<file path="src/rtl/usr_seq_pkg.sv">
// Shared types and constants for the universal-shift-register sequencer.
package usr_seq_pkg;

  localparam int unsigned USR_SEQ_WIDTH = 8;

  localparam logic DIR_LEFT  = 1'b0;
  localparam logic DIR_RIGHT = 1'b1;

  typedef enum logic [1:0] {
    IDLE  = 2'd0,
    LOAD  = 2'd1,
    SHIFT = 2'd2,
    DONE  = 2'd3
  } usr_seq_state_t;

endpackage

</file>
<file path="src/rtl/usr_seq_counter.sv">
// Loadable down-counter with zero flag; saturates at zero instead of wrapping.
module usr_seq_counter #(
  parameter int unsigned CW = 4
) (
  input  logic          clk,
  input  logic          rst,
  input  logic          load,
  input  logic [CW-1:0] load_val,
  input  logic          dec,
  output logic          zero
);

  logic [CW-1:0] cnt_q;
  logic [CW-1:0] cnt_d;

  always_comb begin
    cnt_d = cnt_q;
    if (load) begin
      cnt_d = load_val;
    end else if (dec && (cnt_q != '0)) begin
      cnt_d = cnt_q - 1'b1;
    end
  end

  always_ff @(posedge clk or posedge rst) begin
    if (rst) begin
      cnt_q <= '0;
    end else begin
      cnt_q <= cnt_d;
    end
  end

  assign zero = (cnt_q == '0);

endmodule

</file>
<file path="src/rtl/usr_shift_sequencer.sv">
// Command-driven controller for an external universal shift register.
// Optional macro USR_SEQ_CMD_CHECK_EN: reject over-long counts with a cmd_err pulse.
module usr_shift_sequencer
  import usr_seq_pkg::*;
#(
  parameter int unsigned WIDTH = USR_SEQ_WIDTH,
  parameter int unsigned CW    = $clog2(WIDTH + 1)
) (
  input  logic             clk,
  input  logic             rst,
  input  logic             cmd_valid,
  output logic             cmd_ready,
  input  logic [WIDTH-1:0] cmd_data,
  input  logic             cmd_dir,
  input  logic [CW-1:0]    cmd_count,
  output logic             ser_valid,
  output logic             ser_out,
  output logic             res_valid,
  input  logic             res_ready,
  output logic [WIDTH-1:0] res_data,
  output logic             usr_shift_left,
  output logic             usr_shift_right,
  output logic [WIDTH-1:0] usr_parallel_in,
  input  logic [WIDTH-1:0] usr_parallel_out
`ifdef USR_SEQ_CMD_CHECK_EN
  ,
  output logic             cmd_err
`endif
);

  localparam logic [CW-1:0] MAX_CNT = CW'(WIDTH);

  usr_seq_state_t   state_q, state_d;
  logic [WIDTH-1:0] data_q, data_d;
  logic             dir_q, dir_d;
  logic             cnt_load, cnt_dec, cnt_zero;
  logic [CW-1:0]    cnt_val;
  logic             over;

  assign over = (cmd_count > MAX_CNT);

  // Counter is decremented from LOAD onward, so in SHIFT the zero flag
  // means the last shift has already been issued.
  usr_seq_counter #(
    .CW(CW)
  ) u_counter (
    .clk      (clk),
    .rst      (rst),
    .load     (cnt_load),
    .load_val (cnt_val),
    .dec      (cnt_dec),
    .zero     (cnt_zero)
  );

`ifdef USR_SEQ_CMD_CHECK_EN
  logic cmd_err_q, cmd_err_d;
  assign cnt_val = cmd_count;
`else
  assign cnt_val = over ? MAX_CNT : cmd_count;
`endif

  always_comb begin
    state_d  = state_q;
    data_d   = data_q;
    dir_d    = dir_q;
    cnt_load = 1'b0;
    cnt_dec  = 1'b0;
`ifdef USR_SEQ_CMD_CHECK_EN
    cmd_err_d = 1'b0;
`endif
    unique case (state_q)
      IDLE: begin
        if (cmd_valid) begin
`ifdef USR_SEQ_CMD_CHECK_EN
          if (over) begin
            cmd_err_d = 1'b1;
          end else begin
            data_d   = cmd_data;
            dir_d    = cmd_dir;
            cnt_load = 1'b1;
            state_d  = LOAD;
          end
`else
          data_d   = cmd_data;
          dir_d    = cmd_dir;
          cnt_load = 1'b1;
          state_d  = LOAD;
`endif
        end
      end
      LOAD: begin
        if (cnt_zero) begin
          state_d = DONE;
        end else begin
          cnt_dec = 1'b1;
          state_d = SHIFT;
        end
      end
      SHIFT: begin
        if (cnt_zero) begin
          state_d = DONE;
        end else begin
          cnt_dec = 1'b1;
        end
      end
      DONE: begin
        if (res_ready) begin
          state_d = IDLE;
        end
      end
      default: state_d = IDLE;
    endcase
  end

  always_ff @(posedge clk or posedge rst) begin
    if (rst) begin
      state_q <= IDLE;
      data_q  <= '0;
      dir_q   <= 1'b0;
    end else begin
      state_q <= state_d;
      data_q  <= data_d;
      dir_q   <= dir_d;
    end
  end

`ifdef USR_SEQ_CMD_CHECK_EN
  always_ff @(posedge clk or posedge rst) begin
    if (rst) begin
      cmd_err_q <= 1'b0;
    end else begin
      cmd_err_q <= cmd_err_d;
    end
  end
  assign cmd_err = cmd_err_q;
`endif

  always_comb begin
    cmd_ready       = (state_q == IDLE);
    ser_valid       = (state_q == SHIFT);
    res_valid       = (state_q == DONE);
    res_data        = usr_parallel_out;
    usr_shift_left  = 1'b0;
    usr_shift_right = 1'b0;
    usr_parallel_in = usr_parallel_out;
    ser_out         = 1'b0;
    unique case (state_q)
      LOAD: usr_parallel_in = data_q;
      SHIFT: begin
        usr_shift_left  = (dir_q == DIR_LEFT);
        usr_shift_right = (dir_q == DIR_RIGHT);
        ser_out = (dir_q == DIR_LEFT) ? usr_parallel_out[WIDTH-1] : usr_parallel_out[0];
      end
      default: ;
    endcase
  end

endmodule

</file>
<file path="config.mk">
export PLATFORM = sky130hd
export DESIGN_NAME = usr_shift_sequencer
export DESIGN_NICKNAME = d
export VERILOG_FILES = /design/src/rtl/usr_seq_pkg.sv /design/src/rtl/usr_seq_counter.sv /design/src/rtl/usr_shift_sequencer.sv
export SDC_FILE = /design/constraint.sdc
export NUM_CORES = 1
export LEC_CHECK = 0
export ABC_CLOCK_PERIOD_IN_PS = 1890
export CAP_MARGIN = 20
export CORE_UTILIZATION = 39
export CTS_CLUSTER_SIZE = 12
export DETAILED_ROUTE_END_ITERATION = 8
export PLACE_DENSITY = 0.75
export SKIP_CTS_REPAIR_TIMING = 1
export SYNTH_ARGS = -nofsm -noshare
export SYNTH_HDL_FRONTEND = slang
export SYNTH_SLANG_ARGS = --single-unit
export TNS_END_PERCENT = 5
</file>
<file path="constraint.sdc">
create_clock -name clk -period 1.89 [get_ports clk]
set_clock_uncertainty 0.1 [all_clocks]
set_input_delay 0.189 -clock clk [delete_from_list [all_inputs] [get_ports clk]]
set_output_delay 0.189 -clock clk [all_outputs]
set_load 0.05 [all_outputs]
</file>
==> impl_metrics.csv <==
group,metric,value,unit
run_status,status,"finished, final reports clean",
critical_path,crit_buf_inv,2,
global_route,grt_pass1_vias,772,
synth,synth_top_cell_by_area,"dfrtp_1",
synth,synth_mux_area_share,23.1,%
clock_network,clk_latency,0.28,ns
synth,synth_area,922,sq um
synth,synth_fa_ha_area_share,6.78,%
cells_and_area,finalNonFillerCells,155,
synth,async_flop_share,100,%
detailed_routing,vias,761,
placed_design,place_ws,-0.0329,ns
critical_path,path_cells,"inv_2, ha_4, mux2_2, buf_4",
power,switching_power,0.00117,W
die,rows,17,
die,initial_core_util,41.7,%
die,die-area,0.00256,sq mm
power,internal_power,0.00141,W
detailed_routing,wl,1.92,mm
synth,netlist.area_leader.share,40.7,%
detailed_routing,drtIter0Drc,2,
timing,setup_viol,0,
clock_network,clk_path_buf_depth,2,
power,p_leak,0.649,nW
critical_path,path_max_fanout,9,
cells_and_area,area_delta_synth_final,59.0,%
critical_path,worstPathArrival,1.57,ns
timing,timing.final.crit_share,98.1,%
clock_network,clock-sinks,15,
critical_path,endpoint_kind,"output pin",
critical_path,crit_type,"flop to output pin",
die,die-width,50.6,microns
power,max-vdd-ir-drop,1020,uV
synth,synth_cell_types,23,
clock_network,cts_tree,"built",
detailed_routing,first_pass_iters,3,
clock_network,cts-root-buf,"clkbuf_4",
timing,period_needed,1.85,ns
placed_design,portBuffers,46,
synth,synth-compound-area-share,8.96,%
critical_path,critPathTopFamily,"flip-flops",
clock_network,clk_pin_slew,0.10,ns
cells_and_area,num_antenna_cells,0,
critical_path,r2r_cells,6,
clock_network,cts_made_buffers,3,
power,clock_power_share,7.1,%
synth,ys_ff_latch,15,
synth,synth-edff-count,0,
global_route,grt_pass1_wl,3.19,mm
timing,setup_tns,0,ns
global_route,antenna_found_initial,0,
timing,relSlewSlack,63.4,%
die,core_area,0.00221,sq mm
detailed_routing,wire_per_inst,12.4,microns
global_route,grtUsageTotal,16.8,%
global_route,grt_max_degree,17,
critical_path,reg2reg_from,"state_q[0]$_DFFE_PP0P_",
cells_and_area,mostFrequentLayoutCell,"clkdlybuf4s50_1",
global_route,grt-ovfl-total,0,
synth,yosys.area_share.simple,8.82,%
detailed_routing,route.detailed.drc,0,
timing,whs,0.137,ns
synth,yosysSeqAreaShare,40.7,%
timing,slew_violations,0,
critical_path,crit_required,1.60,ns
power,power_frac_comb,68.8,%
synth,syn_inst,86,
power,power_density,1760,mW/mm^2
synth,ys.flop_type,"dfrtp_1",
die,ios,47,
power,seqPwrFrac,24.1,%
worst_hold_path,min_path_type,"primary input to asynchronous set/reset pin",
synth,synth.area.top_cells,"dfrtp_1 (41%), mux2_2 (22%), ha_1 (6.8%)",
synth,synthXorXnorAreaFrac,0.950,%
critical_path,r2r_slack,0.05,ns
clock_network,ctsHtreeMaxLevel,1,
detailed_routing,drtAntennaViolNets,0,
timing,hold_viol_final,0,
critical_path,r2r-end,"u_counter.cnt_q[3]$_DFFE_PP0P_",
synth,syn-num-nets,116,
timing,rsz0062_at_grt,"true",
timing,tightest_slew,0.548,ns
synth,yosysWarnings,0,
placed_design,dpl.cell_count,151,
critical_path,critPathMaxStageDelay,0.43,ns
detailed_routing,routed_via_density,4.91,
placed_design,hpwl,1.53,mm
cells_and_area,layout_common_cells,"clkdlybuf4s50_1 (24), mux2_2 (18), dfrtp_1 (14)",
placed_design,globalplace.congestion,0.738,
synth,synth_top_family_by_area,"multiplexers",
critical_path,worstSetupStartpointType,"flop",
cells_and_area,drive_above_1_share,40.9,%
critical_path,cp_slowest_cell,"dfrtp_1",
job,maxCapViolations,0,
die,die_h,50.6,microns
critical_path,cp.depth,4,
synth,postSynthAreaPerCell,10.7,sq um
power,switching_share,45.4,%
cells_and_area,nets,158,
timing,setup_slack,0.0350,ns
timing,fmax,539,MHz
[synthesized netlist by cell type, types with 2 or more instances]
cell	instances
ha_1	5
a21oi_1	8
inv_1	8
mux2_2	18
dfrtp_1	15
nor2_1	2
buf_4	8
o21ai_0	2
nor3b_1	2
nand2_1	3
nor2b_1	3
[area by class of cell]
| type | count | area, sq um |
|---|---|---|
| clock buffers | 3 | 22.5 |
| clock inverters | 1 | 5.00 |
| flip-flops and latches | 15 | 377 |
| fillers | 182 | 746 |
| inverters | 8 | 30.0 |
| well taps | 28 | 35.0 |
| repair buffers | 47 | 523 |
| multi-input cells | 53 | 474 |
[per-layer routing]
layer / vias up / part of all wire, % / track usage (%)
met4: 0 / 0.42 / 8.33
li1: 374 / - / -
met1: 356 / 41 / 18.4
met2: 29 / 52 / 30.7
met5: - / 0 / 0
met3: 2 / 6.4 / 3.03
[worst reg2reg max path: cells and delay by family (launching register included)]
| family | cells | cell delay (ns) |
|---|---|---|
| flip-flops | 1 | 0.42 |
| AO/OA/AOI/OAI | 2 | 0.20 |
| AND/OR/NAND/NOR | 2 | 0.63 |
| buffers and inverters | 1 | 0.09 |
| adder cells (fa/ha/maj) | 1 | 0.33 |
[power by group through the flow]
stage	sequential, W	combinational, W	clock (W)
2_1_floorplan	0.000574	0.00121	0
3_3_place_gp	0.000598	0.00167	0
3_5_place_dp	0.000608	0.00171	0
4_1_cts	0.000601	0.00171	0.000187
5_1_grt	0.000643	0.00189	0.000208
6_report	0.000620	0.00177	0.000184
[through the flow]
stage	instance area (sq um)	power [W]	util (%)
2_1_floorplan	925	0.00178	-
3_3_place_gp	1390	0.00227	62.9
3_5_place_dp	1390	0.00232	62.9
4_1_cts	1420	0.00250	64.1
5_1_grt	1470	0.00274	66.3
6_report	1470	0.00258	66.3
[state kept, by name, summed over array words and instances, names as in the netlist]
name             count
data_q               8
u_counter.cnt_q      4
state_q              2
dir_q                1
[how the worst max path moves through the flow]
stage,start,endpoint
floorplan,state_q[0]$_DFFE_PP0P_,usr_shift_left
global placement,u_counter.cnt_q[0]$_DFFE_PP0P_,state_q[1]$_DFFE_PP0P_
detailed placement,u_counter.cnt_q[0]$_DFFE_PP0P_,state_q[1]$_DFFE_PP0P_
CTS,state_q[1]$_DFFE_PP0P_,usr_parallel_in[6]
global route,state_q[0]$_DFFE_PP0P_,u_counter.cnt_q[3]$_DFFE_PP0P_
finish,state_q[1]$_DFFE_PP0P_,usr_parallel_in[6]
[kinds of logic after synthesis]
logic type,Yosys count
adders and majority gates,5
AOI/OAI and AO/OA,14
and+or+nand+nor,14
buffers and inverters,18
DFF,15
muxes,19
xor gates and xnor gates,1
No activity file was read; power rests on OpenSTA's default activity.
==> edit: new RTL, same settings <==
Set the package constant `USR_SEQ_WIDTH` to 4 (it was 8).
--- a/src/rtl/usr_seq_pkg.sv
+++ b/src/rtl/usr_seq_pkg.sv
@@ -1,7 +1,7 @@
 // Shared types and constants for the universal-shift-register sequencer.
 package usr_seq_pkg;
 
-  localparam int unsigned USR_SEQ_WIDTH = 8;
+  localparam int unsigned USR_SEQ_WIDTH = 4;
 
   localparam logic DIR_LEFT  = 1'b0;
   localparam logic DIR_RIGHT = 1'b1;
Interface: changed (5 resized); port bits go from 47 to 30. The function was not compared with the original's and may differ.
==> edit against the unedited design <==
The run now ends with design-rule violations left. Final cell count is 30% lower. Cell area is 27% lower. Area after synthesis is 26% lower. Synthesized cell count is 24% lower. Sequential cell count is 5 lower. Wire length is 27% lower. Sequential share of layout area is 2.3 points lower. Fmax is 2.4% higher. Setup slack better by 44 ps. Register-to-register slack better by 80 ps. Power is 23% lower.
==> edit: results (changes against the unedited design) <==
Remaining DRCs 4 (+4); Ys Warns 0 (unchanged); Reg power frac 20.6% (-3.5 points); first-pass GRT wire length 2442 um (-23%); Sw Share 45.99% (+0.59 points); DRT iter0 DRCs 11 (+9); Clk Latency, worst-skew pair 260 ps (-20 ps); clock power share 9.7% (+2.6 points); sequential-to-total area share from yosys stat 36.70% (-4.0 points); H-tree Lvls 1 (unchanged); drt pass-1 iters 6 (+3); cell count after placement 105 (-30%); PortBufs 29 (-37%); Data arrival, critical path 1520 ps (-50 ps); synth top area cells dfrtp_1 (37%), mux2_2 (15%), ha_1 (11%); pin count of the biggest net entering global routing 12 (-5); syn avg cell area 10.49 um2 (-2.2%); clock transition at the registers of the reported paths 70 ps (-30 ps); worst-case hold slack 91.91 ps (-45.40 ps); number of global-route vias before repair 553 (-28%); violated checks design-rule violations; initial antenna violation count 0 (unchanged); Non-Filler Instances 109 (-30%); status finished with violations; Max clock buf depth 2 (unchanged); wire per inst 12.79 um (+3.4%); Hold WC Path Type input port to async pin; reg-to-reg endpoint dir_q; Worst-Margin Slew 380.3 ps (-168.0 ps); leak pwr 0.4839 nW (-25%); Yosys top cell area share 36.70% (-4.0 points); number of diodes 0 (unchanged); Setup crit end usr_parallel_in[0]; R2R setup slack 130 ps (+80 ps); Reg2Reg Depth 4 (-2); biggest regs data_q (4), u_counter.cnt_q (3), state_q (2); Top Layer Used met4; metal2 WL 676 um (-33%); CTS buffer count 3 (unchanged); Final #Nets 116 (-27%); Post-DP HPWL 1103 um (-28%); via-per-instance ratio 5.220 (+6.3%); maximum vdd drop 1034 uV (+1.4%); Mapped Nets 87 (-25%); routability cong. 0.8305 (+13%); wl on met1 620 um (-21%); CP startpoint state_q[1]; All-Layer GR Usage 17.57% (+0.75 points); routed wl met3 88 um (-28%); CP Max Fanout 5 (-4); Crit Reg-Reg Startpoint state_q[0]; CTS root buf clkbuf_4; top post-synthesis cells by count dfrtp_1 (10), mux2_2 (9), inv_1 (7), ha_1 (6); synth unique cells 24 (+4.3%); layout cells sized above 1 39.78% (-1.2 points); ys async rst share 100.0% (unchanged)
## edit: cell types whose count changed after synthesis, moves of 2 or more
cell / delta
a21oi_1: -7
buf_4: -4
dfrtp_1: -5
mux2_2: -9
nand3_1: +2
o21ai_0: +2
## edit: cell type report
cell class                 count  area (um2)
fill                         126       505.5
multi-input combinational     43       395.4
timing repair buffer          29       342.8
sequential                    10       250.2
clock buffer                   4       36.28
inverter                       7       26.28
tap                           16       20.02
## edit: cell families (layout without fill, tap and decap cells)
kind of cell | count (synthesis) | count (layout) | share of synthesized area (%)
AOI/OAI and AO/OA | 11 | 11 | 11.01
and+or+nand+nor | 15 | 15 | 14.50
adders and majority gates | 6 | 6 | 11.01
buffers and inverters | 12 | 40 | 8.991
DFF | 10 | 10 | 36.70
muxes | 11 | 11 | 17.80
## edit: layer usage
metal	GRT usage, %	vias to the layer above
met1	21.58	265
li1	-	277
met3	2.500	2
met4	9.375	0
met5	0	-
met2	29.55	25
## edit: critical path, stage by stage (launching register included)
cell and delay (ps):
dfrtp_1 430, inv_2 110, ha_4 180, mux2_2 340
buf_4 190
## edit: per-stage QoR
| stage | power, W | area (um2) | setup WS [ps] |
|---|---|---|---|
| 2_1_floorplan | 0.001331 | 684.4 | -205.4 |
| 3_3_place_gp | 0.001730 | 1012 | 210.1 |
| 3_5_place_dp | 0.001756 | 1012 | 189.8 |
| 4_1_cts | 0.001952 | 1049 | -95.39 |
| 5_1_grt | 0.002135 | 1071 | 1.422 |
| 6_report | 0.001994 | 1071 | 78.68 |
